## src/rtl/lsu_mem_stage.sv

```systemverilog
`default_nettype none
// ============================================================================
// Module  : lsu_mem_stage
// Brief   : MEM-stage load/store unit driving a word-addressed req/ready bus.
// Rev     : 1.0  initial release
// ============================================================================
module lsu_mem_stage #(
    parameter int TIMEOUT_CYCLES = 255
) (
    input  logic        clk,
    input  logic        rst_n,
    input  logic        MemWriteM,
    input  logic [1:0]  ResultSrcM,
    input  logic [2:0]  funct3M,
    input  logic [31:0] ALUResultM,
    input  logic [31:0] WriteDataM,
    output logic        mem_req,
    output logic        mem_we,
    output logic [31:0] mem_addr,
    output logic [3:0]  mem_be,
    output logic [31:0] mem_wdata,
    input  logic        mem_ready,
    input  logic [31:0] mem_rdata,
    output logic        StallM,
    output logic [31:0] ReadDataM,
    output logic        MisalignM,
    output logic        BusErrM
);

    localparam logic [1:0]  c_IDLE = 2'd0;
    localparam logic [1:0]  c_BUSY = 2'd1;
    localparam logic [1:0]  c_DONE = 2'd2;
    localparam logic [15:0] c_LAST = 16'(TIMEOUT_CYCLES - 1);

    logic [1:0]  r_state;
    logic [15:0] r_count;
    logic [2:0]  r_funct3;
    logic [1:0]  r_offset;

    logic        w_load;
    logic        w_access;
    logic        w_legal;
    logic        w_misalign;
    logic        w_start;
    logic [3:0]  w_be;
    logic [31:0] w_wdata;
    logic [7:0]  w_byte;
    logic [15:0] w_half;
    logic [31:0] w_load_data;

    assign w_load   = (ResultSrcM == 2'b01);
    assign w_access = MemWriteM | w_load;

    always_comb begin
        w_legal = 1'b0;
        case (funct3M)
            3'b000, 3'b001, 3'b010: w_legal = 1'b1;
            3'b100, 3'b101:         w_legal = ~MemWriteM;
            default:                w_legal = 1'b0;
        endcase
    end

    assign w_misalign = ((funct3M[1:0] == 2'b01) && ALUResultM[0]) ||
                        ((funct3M[1:0] == 2'b10) && (ALUResultM[1:0] != 2'b00));

    assign w_start = (r_state == c_IDLE) && w_access && w_legal && !w_misalign;

    // Gated by rst_n so the pipeline is released the moment reset asserts
    assign StallM = rst_n & (w_start | (r_state == c_BUSY));

    always_comb begin
        w_be    = 4'b1111;
        w_wdata = WriteDataM;
        case (funct3M[1:0])
            2'b00: begin
                w_be    = 4'b0001 << ALUResultM[1:0];
                w_wdata = {4{WriteDataM[7:0]}};
            end
            2'b01: begin
                w_be    = 4'b0011 << ALUResultM[1:0];
                w_wdata = {2{WriteDataM[15:0]}};
            end
            default: begin
                w_be    = 4'b1111;
                w_wdata = WriteDataM;
            end
        endcase
    end

    // Lane selection uses the offset captured at request time, not the live address
    always_comb begin
        case (r_offset)
            2'd0:    w_byte = mem_rdata[7:0];
            2'd1:    w_byte = mem_rdata[15:8];
            2'd2:    w_byte = mem_rdata[23:16];
            default: w_byte = mem_rdata[31:24];
        endcase
        w_half = r_offset[1] ? mem_rdata[31:16] : mem_rdata[15:0];
        case (r_funct3)
            3'b000:  w_load_data = {{24{w_byte[7]}}, w_byte};
            3'b001:  w_load_data = {{16{w_half[15]}}, w_half};
            3'b100:  w_load_data = {24'h0, w_byte};
            3'b101:  w_load_data = {16'h0, w_half};
            default: w_load_data = mem_rdata;
        endcase
    end

    always_ff @(posedge clk or negedge rst_n) begin
        if (!rst_n) begin
            r_state   <= c_IDLE;
            r_count   <= 16'h0;
            r_funct3  <= 3'b000;
            r_offset  <= 2'b00;
            mem_req   <= 1'b0;
            mem_we    <= 1'b0;
            mem_addr  <= 32'h0;
            mem_be    <= 4'h0;
            mem_wdata <= 32'h0;
            ReadDataM <= 32'h0;
            MisalignM <= 1'b0;
            BusErrM   <= 1'b0;
        end else begin
            MisalignM <= 1'b0;
            BusErrM   <= 1'b0;
            case (r_state)
                c_IDLE: begin
                    if (w_access) begin
                        if (!w_legal) begin
                            BusErrM   <= 1'b1;
                            ReadDataM <= 32'h0;
                            r_state   <= c_DONE;
                        end else if (w_misalign) begin
                            MisalignM <= 1'b1;
                            ReadDataM <= 32'h0;
                            r_state   <= c_DONE;
                        end else begin
                            mem_req   <= 1'b1;
                            mem_we    <= MemWriteM;
                            mem_addr  <= {ALUResultM[31:2], 2'b00};
                            mem_be    <= w_be;
                            mem_wdata <= w_wdata;
                            r_funct3  <= funct3M;
                            r_offset  <= ALUResultM[1:0];
                            r_count   <= 16'h0;
                            r_state   <= c_BUSY;
                        end
                    end
                end
                c_BUSY: begin
                    if (mem_ready) begin
                        mem_req <= 1'b0;
                        if (!mem_we) begin
                            ReadDataM <= w_load_data;
                        end
                        r_state <= c_DONE;
                    end else if (r_count == c_LAST) begin
                        mem_req   <= 1'b0;
                        ReadDataM <= 32'h0;
                        BusErrM   <= 1'b1;
                        r_state   <= c_DONE;
                    end else begin
                        r_count <= r_count + 16'h1;
                    end
                end
                c_DONE: begin
                    r_state <= c_IDLE;
                end
                default: begin
                    r_state <= c_IDLE;
                end
            endcase
        end
    end

endmodule
`default_nettype wire

```

## config.mk

```make
export PLATFORM = sky130hd
export DESIGN_NAME = lsu_mem_stage
export DESIGN_NICKNAME = d
export VERILOG_FILES = /design/src/rtl/lsu_mem_stage.sv
export SDC_FILE = /design/constraint.sdc
export NUM_CORES = 1
export LEC_CHECK = 0
export BUFFER_PORTS_ARGS = -buffer_cell sky130_fd_sc_hd__buf_2
export CORE_UTILIZATION = 54
export DETAILED_ROUTE_END_ITERATION = 6
export PLACE_DENSITY = 0.95
export SKIP_LAST_GASP = 1
export SYNTH_ARGS = -nofsm -noshare
export SYNTH_HDL_FRONTEND = slang
export SYNTH_SLANG_ARGS = --single-unit
```

## constraint.sdc

```tcl
create_clock -name clk -period 5.4 [get_ports clk]
set_clock_uncertainty 0.15 [all_clocks]
set_input_delay 1.08 -clock clk [delete_from_list [all_inputs] [get_ports clk]]
set_output_delay 1.08 -clock clk [all_outputs]
set_load 0.01 [all_outputs]
```

==> results of run 1 <==
layout make-up:
class                   count  area [um^2]  area share, %
clock inverters            11          119           1.55
repair buffers            210         1060           13.9
inverters                  21         78.8           1.03
multi-input cells         456         2640           34.6
well taps                 140          175           2.29
clock buffers              20          445           5.82
flip-flops and latches    125         3130           40.9
worst max-delay path, stage by stage:
cell and delay, ps:
buf_2 520, a21oi_1 160, a21oi_1 360, or2_4 190
a21boi_0 90, buf_2 150
sequential cells by signal, indices dropped and copies added, names as in the netlist:
register and count:
ReadDataM 32, MisalignM 1, r_offset 2, r_funct3 3
r_state 2, r_count 16, mem_req 1, mem_addr 30
BusErrM 1, mem_be 4, mem_we 1, mem_wdata 32
cell families (layout without fill, tap and decap cells):
kind of cell / after synthesis / in the layout / share of synthesized area, %
other: 1 / 2 / 0.0621
xor gates and xnor gates: 14 / 14 / 2.03
and+or+nand+nor: 264 / 264 / 18.8
muxes: 50 / 50 / 9.01
adders and majority gates: 2 / 2 / 0.414
AOI/OAI and AO/OA: 124 / 124 / 13.2
buffers and inverters: 64 / 262 / 4.70
DFF: 125 / 125 / 51.8
layout by cell type, fill, tap and decap left out, types with 6 or more instances in the layout:
| cell | count |
|---|---|
| clkbuf_16 | 16 |
| dfrtp_1 | 125 |
| nand3_1 | 6 |
| mux2_4 | 6 |
| mux2i_1 | 33 |
| buf_2 | 206 |
| nor4_1 | 8 |
| inv_1 | 21 |
| o2bb2ai_2 | 10 |
| xnor2_1 | 14 |
| o221ai_1 | 7 |
| nor3_1 | 9 |
| nor2_1 | 39 |
| o2bb2ai_1 | 6 |
| a31oi_1 | 8 |
| nand2_1 | 174 |
| mux2_2 | 11 |
| o21ai_0 | 44 |
| a21oi_1 | 44 |
Yosys cell counts (2+ instances only):
cell type | count | area, um^2
o2bb2ai_2 | 10 | 150
mux2_4 | 6 | 90.1
o21ai_0 | 44 | 220
buf_1 | 3 | 11.3
nor4_1 | 8 | 50.1
dfrtp_1 | 125 | 3130
buf_4 | 4 | 30.0
nor3_1 | 9 | 45.0
inv_1 | 21 | 78.8
nand2b_1 | 4 | 25.0
nand4_1 | 4 | 25.0
mux2_2 | 11 | 124
or2_2 | 2 | 12.5
o221ai_1 | 7 | 61.3
xnor2_1 | 14 | 123
nor2_1 | 40 | 150
nand3_1 | 6 | 30.0
clkbuf_1 | 28 | 105
or2_1 | 2 | 12.5
a31oi_1 | 8 | 50.1
and4_1 | 4 | 35.0
a21oi_1 | 44 | 220
nor2b_1 | 2 | 12.5
ha_1 | 2 | 25.0
mux2i_1 | 33 | 330
o2bb2ai_1 | 6 | 52.6
buf_2 | 5 | 25.0
nand2_1 | 174 | 653
buf_6 | 3 | 33.8
through the flow:
step / power [mW] / instance area, um^2 / hold WS (ps) / utilization (%)
after global routing: 4.00 / 7650 / 333 / 70.3
after floorplan: 2.19 / 6050 / 321 / -
after global placement: 2.63 / 7090 / 303 / 65.1
final: 3.76 / 7650 / 315 / 70.3
after detailed placement: 2.69 / 7090 / 307 / 65.1
after CTS: 3.78 / 7650 / 321 / 70.3
power by group:
group          internal (mW)  total (mW)  switching [mW]  leakage [nW]
logic                  0.484        1.20           0.714          2.13
registers               1.25        1.48           0.238          1.63
clock network          0.674        1.08           0.404         0.269
per-layer routing:
layer | share of wire (%) | track usage [%] | vias to the layer above
met4 | 2.8 | 12.8 | 0
met2 | 48 | 44.7 | 223
met1 | 43 | 33.9 | 2448
met5 | 0 | 0 | -
li1 | - | - | 2553
met3 | 6.6 | 7.81 | 42
how the worst max path moves through the flow:
stage | endpoint | slack (ps) | depth (start not counted)
floorplan | StallM | 1730 | 7
global placement | StallM | 1650 | 6
detailed placement | StallM | 1610 | 6
CTS | StallM | 1610 | 6
global route | StallM | 1460 | 6
finish | StallM | 1620 | 6
==> metrics.md, run 1 <==
| Metric | Value |
|---|---|
| GPL Wtd Cong | `0.895` |
| Yosys reg bits | `125` |
| Layout area overhead | `26.6%` |
| Syn Area/Cell | `between 9 and 10 um^2` |
| Sequential share of the synthesized area | `between 50% and 60%` |
| ANT cells | `0` |
| Core Region | `~0.011 mm^2` |
| Pin count of the biggest net entering global routing | `100` |
| Max Cap Violations | `0` |
| Setup-failing EPs final | `0` |
| Initial Util | `55.5%` |
| Cts bufs inserted | `17` |
| Fraction of layout cells with a size suffix above 1 | `approximately a third` |
| HP Start | `mem_addr[29]` |
| # hold bufs at CTS | `0` |
| WL per Instance | `roughly 16 um` |
| RSZ-0062 raised after global routing | `no` |
| Final worst-path cycle share | `70.0%` |
| DP Worst Slack | `between 1500 and 2000 ps` |
| Required @ worst endpoint | `between 4000 and 5000 ps` |
| Minimum clock period | `around 3800 ps` |
| PwrDens | `492 mW/mm^2` |
| Unique masters post-synth | `between 40 and 50` |
| CTS tree | `yes` |
| Detailed placement HPWL | `about 11000 um` |
| Reg-to-Reg Start | `r_count[0]` |
| Max Fclk | `between 0.2 and 0.3 GHz` |
| Vias per cell | `between 5 and 6` |
| Initial antenna violation count | `0` |
| Clk slew on worst S/H paths | `60 ps` |
| Leak | `~4.0 nW` |
| Worst Hold Class | `flop to flop` |
| Grt ovf | `0` |
| Clk_lat worst skew | `about 520 ps` |
| End of the worst hold path | `mem_addr[29]` |
| Vias post-DR | `5266` |
| Worst r2r path cells | `7` |
| Clock root buffer | `clkbuf_8` |
| Reg2reg end | `ReadDataM[12]` |
| Site row count | `38` |
| GRT Total Usage | `between 20% and 30%` |
| Fin. max-slew vios | `0` |
| Buffers on Ports | `207` |
| WS Path Type | `primary input to primary output` |
| Post-Syn Area | `0.00604 mm^2` |
| Async SR Flop Fraction | `between 90% and 100%` |
| Worst-path fanout max | `33` |
| CTS max path bufs | `2` |
| Sink Count | `125` |
| Postcts setup bufs | `0` |
| CP Launch Type | `primary input` |
| Final setup margin | `~1600 ps` |
| Critical path origin | `funct3M[1]` |
| Final hold violation count | `0` |
| Hold Path Cell Cnt | `2` |
| Die area | `about 0.012 mm^2` |
| I/O pins | `210` |
| First-pass GRT wire length | `~25000 um` |
| Worst-Margin Slew | `893 ps` |
| CTS resizes | `0` |
| H-tree Lvls | `4` |
| Status | `finished clean` |
| ANT nets after route | `0` |
| Number of flops mapped to enable cells by yosys | `0` |
| Worst VDD drop | `~320 uV` |
| Die height | `around 110 um` |
| DR iter-0 viols | `about 310` |
| Filler cells | `approximately 780` |
| Crit end category | `primary output` |
| DR pass1 iterations | `5` |
| Mapped Cells | `~640` |
| Worst Path Arrival | `around 2600 ps` |
| DIE WIDTH | `108 um` |
| YS warnings | `0` |
| Nets | `around 940` |
| Worst rel slew slack | `around two fifths` |
| Ys flop type | `dfrtp_1` |
| Final WL | `approximately 15000 um` |
| DRC Markers | `0` |
| Setup tns final | `0 ps` |
| Vias in the first global route | `just over 5000` |
| Final non-filler cell total | `just under 1000` |
| Reg2reg setup slack | `about 2500 ps` |
| DP Cell Count | `952` |
Note: power is estimated with default switching activity, not from simulation.
==> run 2, diff against run 1 <==
--- a/config.mk
+++ b/config.mk
@@ -6,9 +6,9 @@
 export NUM_CORES = 1
 export LEC_CHECK = 0
 export BUFFER_PORTS_ARGS = -buffer_cell sky130_fd_sc_hd__buf_2
-export CORE_UTILIZATION = 54
+export CORE_UTILIZATION = 50
 export DETAILED_ROUTE_END_ITERATION = 6
-export PLACE_DENSITY = 0.95
+export PLACE_DENSITY = 0.92
 export SKIP_LAST_GASP = 1
 export SYNTH_ARGS = -nofsm -noshare
 export SYNTH_HDL_FRONTEND = slang
==> constraint.sdc (replaced) <==
create_clock -name clk -period 3.8 [get_ports clk]
set_clock_uncertainty 0.15 [all_clocks]
set_input_delay 0.76 -clock clk [delete_from_list [all_inputs] [get_ports clk]]
set_output_delay 0.76 -clock clk [all_outputs]
set_load 0.01 [all_outputs]
==> metrics.md, run 2 (synthesized netlist as in run 1, its figures left out) <==
| Metric | Value |
|---|---|
| ANT nets after route | `0` |
| Crit end category | `primary output` |
| Final hold violation count | `0` |
| DRC Markers | `6` |
| Max Fclk | `~0.33 GHz` |
| CTS max path bufs | `2` |
| Buffers on Ports | `roughly 210` |
| Pin count of the biggest net entering global routing | `100` |
| Setup-failing EPs final | `0` |
| DR pass1 iterations | `7` |
| Cts bufs inserted | `17` |
| Final setup margin | `slightly above 800 ps` |
| Worst-Margin Slew | `935 ps` |
| First-pass GRT wire length | `roughly 26000 um` |
| Clk_lat worst skew | `between 400 and 500 ps` |
| Site row count | `39` |
| DP Cell Count | `958` |
| CP max stage delay | `roughly 300 ps` |
| Status | `finished, violations left` |
| CTS resizes | `0` |
| Final worst-path cycle share | `78.8%` |
| H-tree Lvls | `4` |
| Final non-filler cell total | `just under 1000` |
| Worst-path fanout max | `4` |
| Commonest non-fill, non-tap cell in the layout | `buf_2` |
| Sink Count | `between 100 and 150` |
| Grt ovf | `0` |
| Area post-placement | `just over 0.007 mm^2` |
| Nets | `approximately 940` |
| Postcts setup bufs | `0` |
| Vias in the first global route | `between 5000 and 6000` |
| CP cell instances | `buf_2, a21oi_1, a21oi_1, or2_4, a21boi_0, buf_2` |
| Cell area after layout | `slightly below 0.008 mm^2` |
| Failing checks | `DRC` |
| Clk slew on worst S/H paths | `approximately 60 ps` |
| Fin. max-slew vios | `0` |
| DIE WIDTH | `around 110 um` |
| Post-layout util | `between 60 and 70%` |
| Initial Util | `52.0%` |
| Fraction of layout cells with a size suffix above 1 | `between 30% and 40%` |
| Final total power | `roughly 5.4 mW` |
| Die height | `~110 um` |
| CTS tree | `yes` |
| Vias post-DR | `between 5000 and 6000` |
| # hold bufs at CTS | `0` |
| CP Launch Type | `primary input` |
| Worst rel slew slack | `a little under two fifths` |
| DR iter-0 viols | `approximately 360` |
| I/O pins | `210` |
| Initial antenna violation count | `0` |
| GRT Total Usage | `a little over a quarter` |
| WHS | `~63 ps` |
| Die area | `~0.013 mm^2` |
| PwrDens | `roughly 710 mW/mm^2` |
| WL per Instance | `16.5 um` |
| Final WL | `between 15000 and 20000 um` |
| Minimum clock period | `approximately 3000 ps` |
| Clock root buffer | `clkbuf_16` |
| DP Worst Slack | `about 700 ps` |
| Worst VDD drop | `between 400 and 500 uV` |
| Top Registers | `ReadDataM: 32 flops, mem_wdata: 32 flops, mem_addr: 30 flops` |
| RSZ-0062 raised after global routing | `no` |
| WS Path Type | `primary input to primary output` |
| Worst Hold Class | `primary input to async pin` |
| Max Cap Violations | `0` |
| Worst path slowest cell | `a21oi_1` |
| Worst Path Arrival | `approximately 2100 ps` |
| ANT cells | `0` |
| Layout area overhead | `27.6%` |
| Detailed placement HPWL | `between 10000 and 15000 um` |
| Most frequent cells in the layout | `buf_2, nand2_1, dfrtp_1, a21oi_1, o21ai_0` |
| Leak | `between 4 and 5 nW` |
| Core Region | `0.0116 mm^2` |
| Required @ worst endpoint | `2890 ps` |
| Setup tns final | `0 ps` |
| GPL Wtd Cong | `approximately 0.95` |
| Vias per cell | `around 5.5` |
run 2: where the power goes:
| part | leakage (nW) | internal (mW) | switching [mW] |
|---|---|---|---|
| Sequential | 1.63 | 1.77 | 0.354 |
| Clock | 0.284 | 1.03 | 0.563 |
| Combinational | 2.14 | 0.695 | 1.03 |
| Total | 4.05 | 3.50 | 1.95 |
run 2: path summary, 6_finish.rpt:
check,from,endpoint,cells past startpoint,slack (ps)
worst max-delay path,MemWriteM,StallM,6,800
worst min-delay path,rst_n,ReadDataM[12],1,60
worst max register to register,r_count[0],ReadDataM[13],7,940
worst min register to register,mem_addr[7],mem_addr[7],2,320
max in group asynchronous,rst_n,ReadDataM[7],2,2420
min in group clk,mem_addr[7],mem_addr[7],2,320
run 2: routing by layer:
layer / vias to the layer above / wire length (um) / part of all wire (%) / track usage [%]
li1: 2545 / - / - / -
met1: 2574 / 6550 / 40 / 33.3
met2: 265 / 8060 / 49 / 44.5
met3: 45 / 1150 / 7.0 / 6.86
met4: 0 / 546 / 3.3 / 13.6
met5: - / 0 / 0 / 0
run 2: critical path, delay by kind of cell:
family,cells,cell delay [ps]
buffers and inverters,2,300
AO/OA/AOI/OAI,3,740
AND/OR/NAND/NOR,1,280
run 2: layout make-up:
type / instances / area, um^2
inverters: 21 / 78.8
well taps: 143 / 179
fillers: 910 / 3910
clock inverters: 6 / 82.6
clock buffers: 26 / 499
multi-input cells: 456 / 2640
repair buffers: 213 / 1100
flip-flops and latches: 125 / 3130
